==> src/rtl/fm_accel_pkg.sv <==
`default_nettype none
// ============================================================================
//  Module      : fm_accel_pkg
//  Description : Shared state encoding and helpers for the backward-search
//                accelerator (sequencer and execution modules).
//  Revision    : 1.0 - initial release
// ============================================================================
package fm_accel_pkg;

    localparam int STATE_W = 3;

    // Sequencer state encoding, shared with the execution modules
    localparam logic [STATE_W-1:0] ST_IDLE       = 3'd0;
    localparam logic [STATE_W-1:0] ST_GET_PARAM  = 3'd1;
    localparam logic [STATE_W-1:0] ST_GET_DATA_1 = 3'd2;
    localparam logic [STATE_W-1:0] ST_GET_OCC    = 3'd3;
    localparam logic [STATE_W-1:0] ST_EX         = 3'd4;
    localparam logic [STATE_W-1:0] ST_WRITE_BACK = 3'd5;
    localparam logic [STATE_W-1:0] ST_DONE       = 3'd6;
    localparam logic [STATE_W-1:0] ST_ERROR      = 3'd7;

    typedef enum logic [STATE_W-1:0] {
        S_IDLE       = ST_IDLE,
        S_GET_PARAM  = ST_GET_PARAM,
        S_GET_DATA_1 = ST_GET_DATA_1,
        S_GET_OCC    = ST_GET_OCC,
        S_EX         = ST_EX,
        S_WRITE_BACK = ST_WRITE_BACK,
        S_DONE       = ST_DONE,
        S_ERROR      = ST_ERROR
    } fm_state_e;

    // A state is "busy" while an iteration is in flight
    function automatic logic is_busy_state(input logic [STATE_W-1:0] s);
        return (s != ST_IDLE) && (s != ST_DONE) && (s != ST_ERROR);
    endfunction

endpackage
`default_nettype wire

==> src/rtl/fm_wait_timer.sv <==
`default_nettype none
// ============================================================================
//  Module      : fm_wait_timer
//  Description : Saturating wait counter for the search sequencer. Counts
//                unpaused cycles spent waiting for an external event and
//                flags a timeout on the last allowed cycle when the event
//                has not arrived.
//  Revision    : 1.0 - initial release
// ============================================================================
module fm_wait_timer #(
    parameter int TIMEOUT_W = 16
) (
    input  logic                 clk,
    input  logic                 rst_n,
    input  logic                 clear_i,   // state change, stage advance or abort
    input  logic                 hold_i,    // pause: freeze the count
    input  logic                 count_i,   // currently in a waiting state
    input  logic                 event_i,   // awaited event present this cycle
    input  logic [TIMEOUT_W-1:0] limit_i,   // 0 disables the timeout
    output logic                 timeout_o
);

    localparam logic [TIMEOUT_W-1:0] CNT_MAX = {TIMEOUT_W{1'b1}};

    logic [TIMEOUT_W-1:0] wait_cnt_q;
    logic [TIMEOUT_W-1:0] wait_cnt_d;
    logic [TIMEOUT_W-1:0] w_limit_m1;
    logic                 w_at_limit;

    assign w_limit_m1 = limit_i - TIMEOUT_W'(1);
    assign w_at_limit = (limit_i != '0) && (wait_cnt_q == w_limit_m1);

    // An event on the limit cycle wins, so the flag requires its absence
    assign timeout_o = count_i && !hold_i && w_at_limit && !event_i;

    // Next count: clear beats hold, hold beats increment, increment saturates
    always_comb begin
        wait_cnt_d = wait_cnt_q;
        if (clear_i) begin
            wait_cnt_d = '0;
        end else if (hold_i) begin
            wait_cnt_d = wait_cnt_q;
        end else if (count_i && (wait_cnt_q != CNT_MAX)) begin
            wait_cnt_d = wait_cnt_q + TIMEOUT_W'(1);
        end
    end

    // Counter register with synchronous active-low reset
    always_ff @(posedge clk) begin
        if (!rst_n) begin
            wait_cnt_q <= '0;
        end else begin
            wait_cnt_q <= wait_cnt_d;
        end
    end

endmodule
`default_nettype wire

==> src/rtl/fm_search_state_ctrl.sv <==
`default_nettype none
// ============================================================================
//  Module      : fm_search_state_ctrl
//  Description : Top-level sequencer for the backward-search accelerator.
//                Per iteration: parameter fetch, C/read/D fetch, a
//                configurable number of Occ fetch stages, execute and a
//                multi-cycle write-back. Supports pause, abort, a wait
//                timeout into ERROR, iteration counting and a state-entry
//                strobe for the execution modules.
//  Revision    : 1.0 - initial release
// ============================================================================
module fm_search_state_ctrl
    import fm_accel_pkg::*;
#(
    parameter int N_OCC_STAGES = 2,
    parameter int WB_CYCLES    = 1,
    parameter int TIMEOUT_W    = 16,
    parameter int ITER_W       = 32,
    parameter int STG_W        = (N_OCC_STAGES > 1) ? $clog2(N_OCC_STAGES) : 1
) (
    input  logic                 clk,
    input  logic                 rst_n,
    input  logic                 start,
    input  logic                 abort,
    input  logic                 pause,
    input  logic                 is_finish,
    input  logic                 is_find,
    input  logic                 need_occ,
    input  logic                 occ_done,
    input  logic [TIMEOUT_W-1:0] timeout_limit,
    output logic [STATE_W-1:0]   state,
    output logic [STG_W-1:0]     occ_stage,
    output logic                 state_enter,
    output logic [ITER_W-1:0]    iter_count,
    output logic                 busy,
    output logic                 done,
    output logic                 err,
    output logic [STATE_W-1:0]   err_state
);

    localparam int              WB_CNT_W = 4;
    localparam logic [STG_W-1:0]    LAST_STG = STG_W'(N_OCC_STAGES - 1);
    localparam logic [WB_CNT_W-1:0] WB_LAST  = WB_CNT_W'(WB_CYCLES - 1);

    fm_state_e             state_q,       state_d;
    logic [STG_W-1:0]      occ_stage_q,   occ_stage_d;
    logic                  state_enter_q, state_enter_d;
    logic [ITER_W-1:0]     iter_count_q,  iter_count_d;
    logic [STATE_W-1:0]    err_state_q,   err_state_d;
    logic [WB_CNT_W-1:0]   wb_cnt_q,      wb_cnt_d;

    logic                  w_busy;
    logic                  w_waiting;
    logic                  w_wait_event;
    logic                  w_wait_clear;
    logic                  w_timeout;
    logic                  w_stage_adv;

    assign w_busy       = is_busy_state(state_q);
    assign w_waiting    = (state_q == S_GET_PARAM) || (state_q == S_GET_OCC);
    assign w_wait_event = (state_q == S_GET_PARAM) ? is_find : occ_done;

    // Any visit boundary restarts the wait window; a pause alone never does
    assign w_wait_clear = abort || (state_d != state_q) || w_stage_adv;

    fm_wait_timer #(
        .TIMEOUT_W (TIMEOUT_W)
    ) u_wait_timer (
        .clk       (clk),
        .rst_n     (rst_n),
        .clear_i   (w_wait_clear),
        .hold_i    (pause),
        .count_i   (w_waiting),
        .event_i   (w_wait_event),
        .limit_i   (timeout_limit),
        .timeout_o (w_timeout)
    );

    // Prioritised next-state: abort, pause, finish, timeout, then normal flow
    always_comb begin
        state_d      = state_q;
        occ_stage_d  = occ_stage_q;
        iter_count_d = iter_count_q;
        err_state_d  = err_state_q;
        wb_cnt_d     = wb_cnt_q;
        w_stage_adv  = 1'b0;

        if (abort) begin
            state_d     = S_IDLE;
            occ_stage_d = '0;
        end else if (pause) begin
            // every register keeps its value
            state_d = state_q;
        end else if (is_finish && w_busy) begin
            state_d = S_DONE;
        end else if (w_timeout) begin
            state_d     = S_ERROR;
            err_state_d = state_q;
        end else begin
            case (state_q)
                S_IDLE, S_DONE: begin
                    if (start) begin
                        state_d      = S_GET_PARAM;
                        iter_count_d = '0;
                    end
                end
                S_GET_PARAM: begin
                    if (is_find) begin
                        state_d = S_GET_DATA_1;
                    end
                end
                S_GET_DATA_1: begin
                    if (need_occ) begin
                        state_d     = S_GET_OCC;
                        occ_stage_d = '0;
                    end else begin
                        state_d = S_EX;
                    end
                end
                S_GET_OCC: begin
                    if (occ_done) begin
                        if (occ_stage_q == LAST_STG) begin
                            state_d     = S_EX;
                            occ_stage_d = '0;
                        end else begin
                            occ_stage_d = occ_stage_q + STG_W'(1);
                            w_stage_adv = 1'b1;
                        end
                    end
                end
                S_EX: begin
                    state_d  = S_WRITE_BACK;
                    wb_cnt_d = '0;
                end
                S_WRITE_BACK: begin
                    if (wb_cnt_q == WB_LAST) begin
                        state_d      = S_GET_PARAM;
                        iter_count_d = iter_count_q + ITER_W'(1);
                    end else begin
                        wb_cnt_d = wb_cnt_q + WB_CNT_W'(1);
                    end
                end
                S_ERROR: begin
                    // only abort or reset leaves ERROR
                    state_d = S_ERROR;
                end
                default: begin
                    state_d = S_IDLE;
                end
            endcase
        end

        // Entry strobe covers state changes and Occ stage advances alike
        state_enter_d = (state_d != state_q) || w_stage_adv;
    end

    // Sequencer registers with synchronous active-low reset
    always_ff @(posedge clk) begin
        if (!rst_n) begin
            state_q       <= S_IDLE;
            occ_stage_q   <= '0;
            state_enter_q <= 1'b0;
            iter_count_q  <= '0;
            err_state_q   <= '0;
            wb_cnt_q      <= '0;
        end else begin
            state_q       <= state_d;
            occ_stage_q   <= occ_stage_d;
            state_enter_q <= state_enter_d;
            iter_count_q  <= iter_count_d;
            err_state_q   <= err_state_d;
            wb_cnt_q      <= wb_cnt_d;
        end
    end

    assign state       = state_q;
    assign occ_stage   = occ_stage_q;
    assign state_enter = state_enter_q;
    assign iter_count  = iter_count_q;
    assign err_state   = err_state_q;
    assign busy        = w_busy;
    assign done        = (state_q == S_DONE);
    assign err         = (state_q == S_ERROR);

endmodule
`default_nettype wire

==> config.mk <==
export PLATFORM = sky130hd
export DESIGN_NAME = fm_search_state_ctrl
export DESIGN_NICKNAME = d
export VERILOG_FILES = /design/src/rtl/fm_accel_pkg.sv /design/src/rtl/fm_wait_timer.sv /design/src/rtl/fm_search_state_ctrl.sv
export SDC_FILE = /design/constraint.sdc
export NUM_CORES = 1
export LEC_CHECK = 0
export BUFFER_PORTS_ARGS = -buffer_cell sky130_fd_sc_hd__buf_4
export CAP_MARGIN = 20
export CORE_UTILIZATION = 35
export DETAILED_ROUTE_END_ITERATION = 8
export MAX_ROUTING_LAYER = met4
export PLACE_DENSITY = 0.55
export SKIP_CTS_REPAIR_TIMING = 1
export SYNTH_ARGS = -nofsm -noshare
export SYNTH_HDL_FRONTEND = slang
export SYNTH_HIERARCHICAL = 1
export SYNTH_SLANG_ARGS = --single-unit
==> constraint.sdc <==
create_clock -name clk -period 4.5 [get_ports clk]
set_input_delay 0.9 -clock clk [delete_from_list [all_inputs] [get_ports clk]]
set_output_delay 0.9 -clock clk [all_outputs]
set_load 0.1 [all_outputs]
# Word level (Yosys, flattened, before mapping)
# Index checks and enable logic that the tools add are counted.
# word_totals
reg_bits	60
inputBits	25
out_inout_bits	43
wordCells	91
# classes
add_sub_neg	5
n_eq_ne	17
n_mux	28
bitwise_logic	5
reduce_logical	29
# ops
cell	count
32-bit two-way mux	2
32-bit case mux with 2 select lines	1
32-bit by 1-bit adder with 32-bit output (second input constant)	1
3-bit two-way mux	10
3-bit case mux with 7 select lines	1
16-bit by 1-bit adder with 16-bit output (second input constant)	1
16-bit equality test	1
16-bit != test (second input constant)	1
16-bit nonzero test	1
16-bit by 1-bit subtractor with 16-bit output (second input constant)	1
3-bit equality test (second input constant)	4
6-bit AND reduction	2
1-bit two-way mux	11
2-bit != test (second input constant)	5
1-bit logical AND	8
4-bit case mux with 2 select lines	1
7-bit AND reduction	1
3-bit by 2-bit equality test with 1-bit output (second input constant)	2
3-bit != test (second input constant)	2
2-bit nonzero test	3
2-bit OR reduction	3
1-bit NOT	5
4-bit by 1-bit adder with 4-bit output (second input constant)	1
4-bit zero test	1
11 further kinds	15

# Depth between registers and ports, before layout
# logic_depth
depth_word	13
ltp_mapped	19
mapped_depth_nobuf	16

# By module
# The synthesis kept the hierarchy.
# by_module_without_submodules
mod	instances	cells_each	area_each_um2	seq_area_each_um2
fm_search_state_ctrl	1	316	2568.7	880.8
fm_wait_timer	1	183	1422.6	320.3

# Worst setup path before layout
# OpenSTA, ideal clock, no wires.
# synth_timing
path_type	input to register
startpoint	input port timeout_limit[2]
endpoint	register u_wait_timer.wait_cnt_q[0]
setup_ns	0.065
arrival_time_ns	4.445
path_slack_ns	-0.011
cell_stages	17
path_cell_list	buf_2 -> or4_4 -> buf_6 -> nor4_4 -> mux2_1 -> o21ai_1 -> o2111ai_1 -> nor4_2 -> a311o_1 -> clkbuf_1 -> nand2_1 -> a211oi_1 -> nand3b_1 -> nand2b_1 -> buf_1 -> clkbuf_1 -> nor2_1
# synth_via
elab_chain_cells	13
elab_cells_between_ends	18
classes_between	1 x add/sub; 2 x eq/ne; 8 x mux; 7 x reduce/logical
# synth_rtl
item	line	rtl
start: declaration	fm_search_state_ctrl.sv:30	input logic [TIMEOUT_W-1:0] timeout_limit,
16-bit by 1-bit subtractor with 16-bit output	fm_wait_timer.sv:30	assign w_limit_m1 = limit_i - TIMEOUT_W'(1);
16-bit equality test	fm_wait_timer.sv:31	assign w_at_limit = (limit_i != '0) && (wait_cnt_q == w_limit_m1);
1-bit logical AND (*)	fm_wait_timer.sv:31	
1-bit logical AND (*) (2 in series)	fm_wait_timer.sv:34	assign timeout_o = count_i && !hold_i && w_at_limit && !event_i;
via w_timeout	fm_search_state_ctrl.sv:56	logic w_timeout;
3-bit two-way mux	fm_search_state_ctrl.sv:96	end else if (w_timeout) begin
3-bit two-way mux	fm_search_state_ctrl.sv:94	end else if (is_finish && w_busy) begin
3-bit two-way mux	fm_search_state_ctrl.sv:91	end else if (pause) begin
3-bit two-way mux	fm_search_state_ctrl.sv:88	if (abort) begin
3-bit != test	fm_search_state_ctrl.sv:64	assign w_wait_clear = abort || (state_d != state_q) || w_stage_adv;
1-bit logical OR	fm_search_state_ctrl.sv:64	
1-bit logical OR (*)	fm_search_state_ctrl.sv:64	
via w_wait_clear	fm_search_state_ctrl.sv:55	logic w_wait_clear;
2-bit OR reduction (no source line) (*)	--	
end signal: assignment	fm_wait_timer.sv:53	wait_cnt_q <= wait_cnt_d;
end: declaration	fm_wait_timer.sv:25	logic [TIMEOUT_W-1:0] wait_cnt_q;
# Mark *: on every way through the listed nets, which the timed path passes. The rest lies on a longest branch.
# A chain may end at the register's enable or synchronous reset.

# Worst setup path after layout
# layout_timing
startpoint	input port timeout_limit[7]
endpoint	register iter_count_q[29] (netlist: iter_count[29])
# layout_via
elab_chain_cells	7
elab_cells_between_ends	8
classes_between	1 x add/sub; 1 x eq/ne; 1 x bitwise; 5 x reduce/logical
# layout_rtl
item	line	rtl
16-bit by 1-bit subtractor with 16-bit output	fm_wait_timer.sv:30	
16-bit equality test	fm_wait_timer.sv:31	
1-bit logical AND (*)	fm_wait_timer.sv:31	
1-bit logical AND (*) (2 in series)	fm_wait_timer.sv:34	
via w_timeout	fm_search_state_ctrl.sv:56	
1-bit NOT (no source line) (*)	--	
7-bit AND reduction (no source line) (*)	--	
end signal: assignment	fm_search_state_ctrl.sv:170	iter_count_q <= iter_count_d;
end: declaration	fm_search_state_ctrl.sv:48	logic [ITER_W-1:0] iter_count_q, iter_count_d;
# Marked as above.

==> flow_summary.yaml <==
status:
  outcome: "finished clean"
placed_design:
  dp_hpwl_mm: 7.68
  gp_congestion: 0.839
  place_ws_ns: -0.0474
  dpl_cell_area_um2: 4670
  place_inst: 694
  io_buffers: 67
route:
  dr.pass1.iters: 4
  wirelength_mm: 10.6
  avgViaCountPerCell: 5.61
  drc: 0
  drt_iter0_markers: 244
  routedWlPerCell_um: 15.0
  route.vias.total: 3975
  drtAntennaViolNets: 0
timing:
  slew_headroom: 0.598
  finClkSkew_ns: 0.00799
  tightest_slew_ns: 0.603
  drv_slew: 0
  rsz0062_at_grt: "false"
  holdWs_ns: 0.499
  hold_violations: 0
  fmax_mhz: 237
  layout_min_cycle_time_ns: 4.22
  tns_ns: 0
  setup-violations-final: 0
  finalCritPeriodShare: 0.938
  setup_slack_ns: 0.279
power:
  powerDensity_nw_per_um2: 273
  p_leak_nw: 1.74
  p_int_mw: 0.995
  switching_power_mw: 0.354
  p_seq_frac: 0.399
  p_comb_frac: 0.128
  switching_share: 0.262
  pwr-share-clk: 0.473
  vdd_ir_drop_max_mv: 0.158
  p_total_mw: 1.35
critical_path:
  cp_num_buf_inv: 2
  crit_fanout: 14
  critical-path-slowest-cell: "or4_1"
  criticalPathCategory: "input pin to flop"
  worstPathRequired_ns: 4.76
  max_stage_delay_ns: 0.64
  worstSetupStartpointType: "input pin"
  path_cells: "buf_4 > or4_1 > nor4_4 > mux2i_1 > mux2i_1 > a21boi_1 > nor4_2 > buf_4 > a311o_1 > or4_4 > or4_1 > a21oi_1"
  critPathTopFamily: "simple AND/OR/NAND/NOR gates"
  worstSetupEndpointType: "flop"
  cp.arrival_ns: 4.48
global_routing:
  grt_pass1_wl_mm: 17.2
  antenna_found_initial: 0
  grt_overflow: 0
  grt_use_total: 0.188
  grt_max_degree: 33
  grt_pass1_vias: 3726
synth:
  synth_common_cells: "60 x dfxtp_1, 49 x nor2_1, 34 x a21oi_1, 34 x nand2_1"
  ys_types: 67
  synthArstFlopShare: 0
  syn-num-nets: 529
  synth_cells: 499
  synthesis.area_um2: 3990
  synthFlopType: "dfxtp_1"
  synth_seq_area_share: 0.301
  synth-seq-cells: 60
  synth_area_leaders: "dfxtp_1 30%, xor2_1 4.8%, nor2_1 4.6%"
  yosys_warnings: 6
  synth_enable_flop_cells: 0
  synth_top_area_cell: "dfxtp_1"
  synth_top_area_frac: 0.301
  synth_most_common_cell: "dfxtp_1"
  syn_area_per_cell_um2: 8.00
clock_network:
  clk_path_buf_depth: 2
  cts_buffers: 9
  cts-htree-levels: 3
  clk_latency_ns: 0.33
  root_buffer: "clkbuf_16"
  cts_tree: "yes"
  clock_sinks: 60
  clk_pin_slew_ns: 0.05
final_layout:
  area_delta_synth_final_pct: 24.0
  design_area_um2: 4950
  n_antenna_cell: 0
  final_cells: 709
  final_nets: 595
  drive_gt1_frac: 0.207
  n_fill_cell: 1115
  utilization: 0.451
die:
  num_io_pins: 68
  dieWidth_um: 109
  dieArea_um2: 11800
  start_util: 0.363
  fp.dieH_um: 109
  core-area_um2: 11000
  rows: 38
worst_hold_path:
  hp-class: "flop to flop"
run:
  max_cap_viol_count: 0
[layout by cell type, fill, tap and decap left out, types with 5 or more instances in the layout]
| cell | instances |
|---|---|
| buf_4 | 85 |
| dfxtp_1 | 60 |
| nor2_1 | 49 |
| nand2_1 | 34 |
| a21oi_1 | 34 |
| xor2_1 | 22 |
| nand3_1 | 22 |
| or4_1 | 20 |
| xnor2_1 | 20 |
| o31ai_1 | 19 |
| o21ai_0 | 16 |
| nand4_1 | 14 |
| nor2b_1 | 13 |
| nor4_1 | 12 |
| inv_1 | 11 |
| nor3_1 | 9 |
| clkbuf_16 | 9 |
| and3_1 | 8 |
| nand2b_1 | 8 |
| mux2i_1 | 8 |
| and4_1 | 5 |
| ha_1 | 5 |
[metal layers]
layer	up-vias	GRT usage	wire length, µm
met5	-	-	0
met4	0	0.0666	199
met3	16	0.0383	450
met2	77	0.302	4950
met1	1888	0.233	5010
li1	1994	-	-
[power by group through the flow]
stage               Clock (mW)  Combinational [mW]  Sequential [mW]
floorplan                    0              0.0907            0.569
finish                   0.638               0.173            0.538
global route             0.679               0.187            0.538
CTS                      0.650               0.173            0.538
global placement             0               0.171            0.549
detailed placement           0               0.172            0.550
[path summary, 6_finish.rpt]
check / start / cells after the start / endpoint / slack, ns
setup / recovery: timeout_limit[7] / 12 / iter_count[29] / 0.28
hold / removal: iter_count[31] / 2 / iter_count[31] / 0.50
setup reg to reg: state[2] / 17 / u_wait_timer/wait_cnt_q[15] / 1.03
hold reg to reg: iter_count[31] / 2 / iter_count[31] / 0.50
[layout make-up]
class                           count  area, µm²  area share
Clock buffer                       11        253      0.0510
Clock inverter                      4       25.0     0.00505
Inverter                           11       41.3     0.00834
Multi-Input combinational cell    397       2600       0.525
Sequential cell                    60       1200       0.243
Tap cell                          140        175      0.0354
Timing Repair Buffer               86        658       0.133
[sequential cells by signal, summed over array words and instances, names as in the netlist]
| name | flops |
|---|---|
| iter_count | 32 |
| u_wait_timer/wait_cnt_q | 16 |
| wb_cnt_q | 4 |
| err_state | 3 |
| state | 3 |
| occ_stage | 1 |
| state_enter | 1 |
[tightest hold or removal path, delay by kind of cell, from the launching register on]
| family | cells | cell delay, ns |
|---|---|---|
| flip-flops | 1 | 0.32 |
| AO/OA/AOI/OAI | 2 | 0.13 |
[logic make-up (layout without fill, tap and decap cells)]
group                    Yosys count  count (layout)  synth area share
AO/OA/AOI/OAI                    112             112             0.187
XOR/XNOR                          42              42            0.0922
adder cells (fa/ha/maj)            5               5            0.0157
buffers and inverters             42             112            0.0483
flip-flops                        60              60             0.301
multiplexers                       9               9            0.0229
AND/OR/NAND/NOR                  229             229             0.333
No activity file was read; power rests on OpenSTA's default activity.
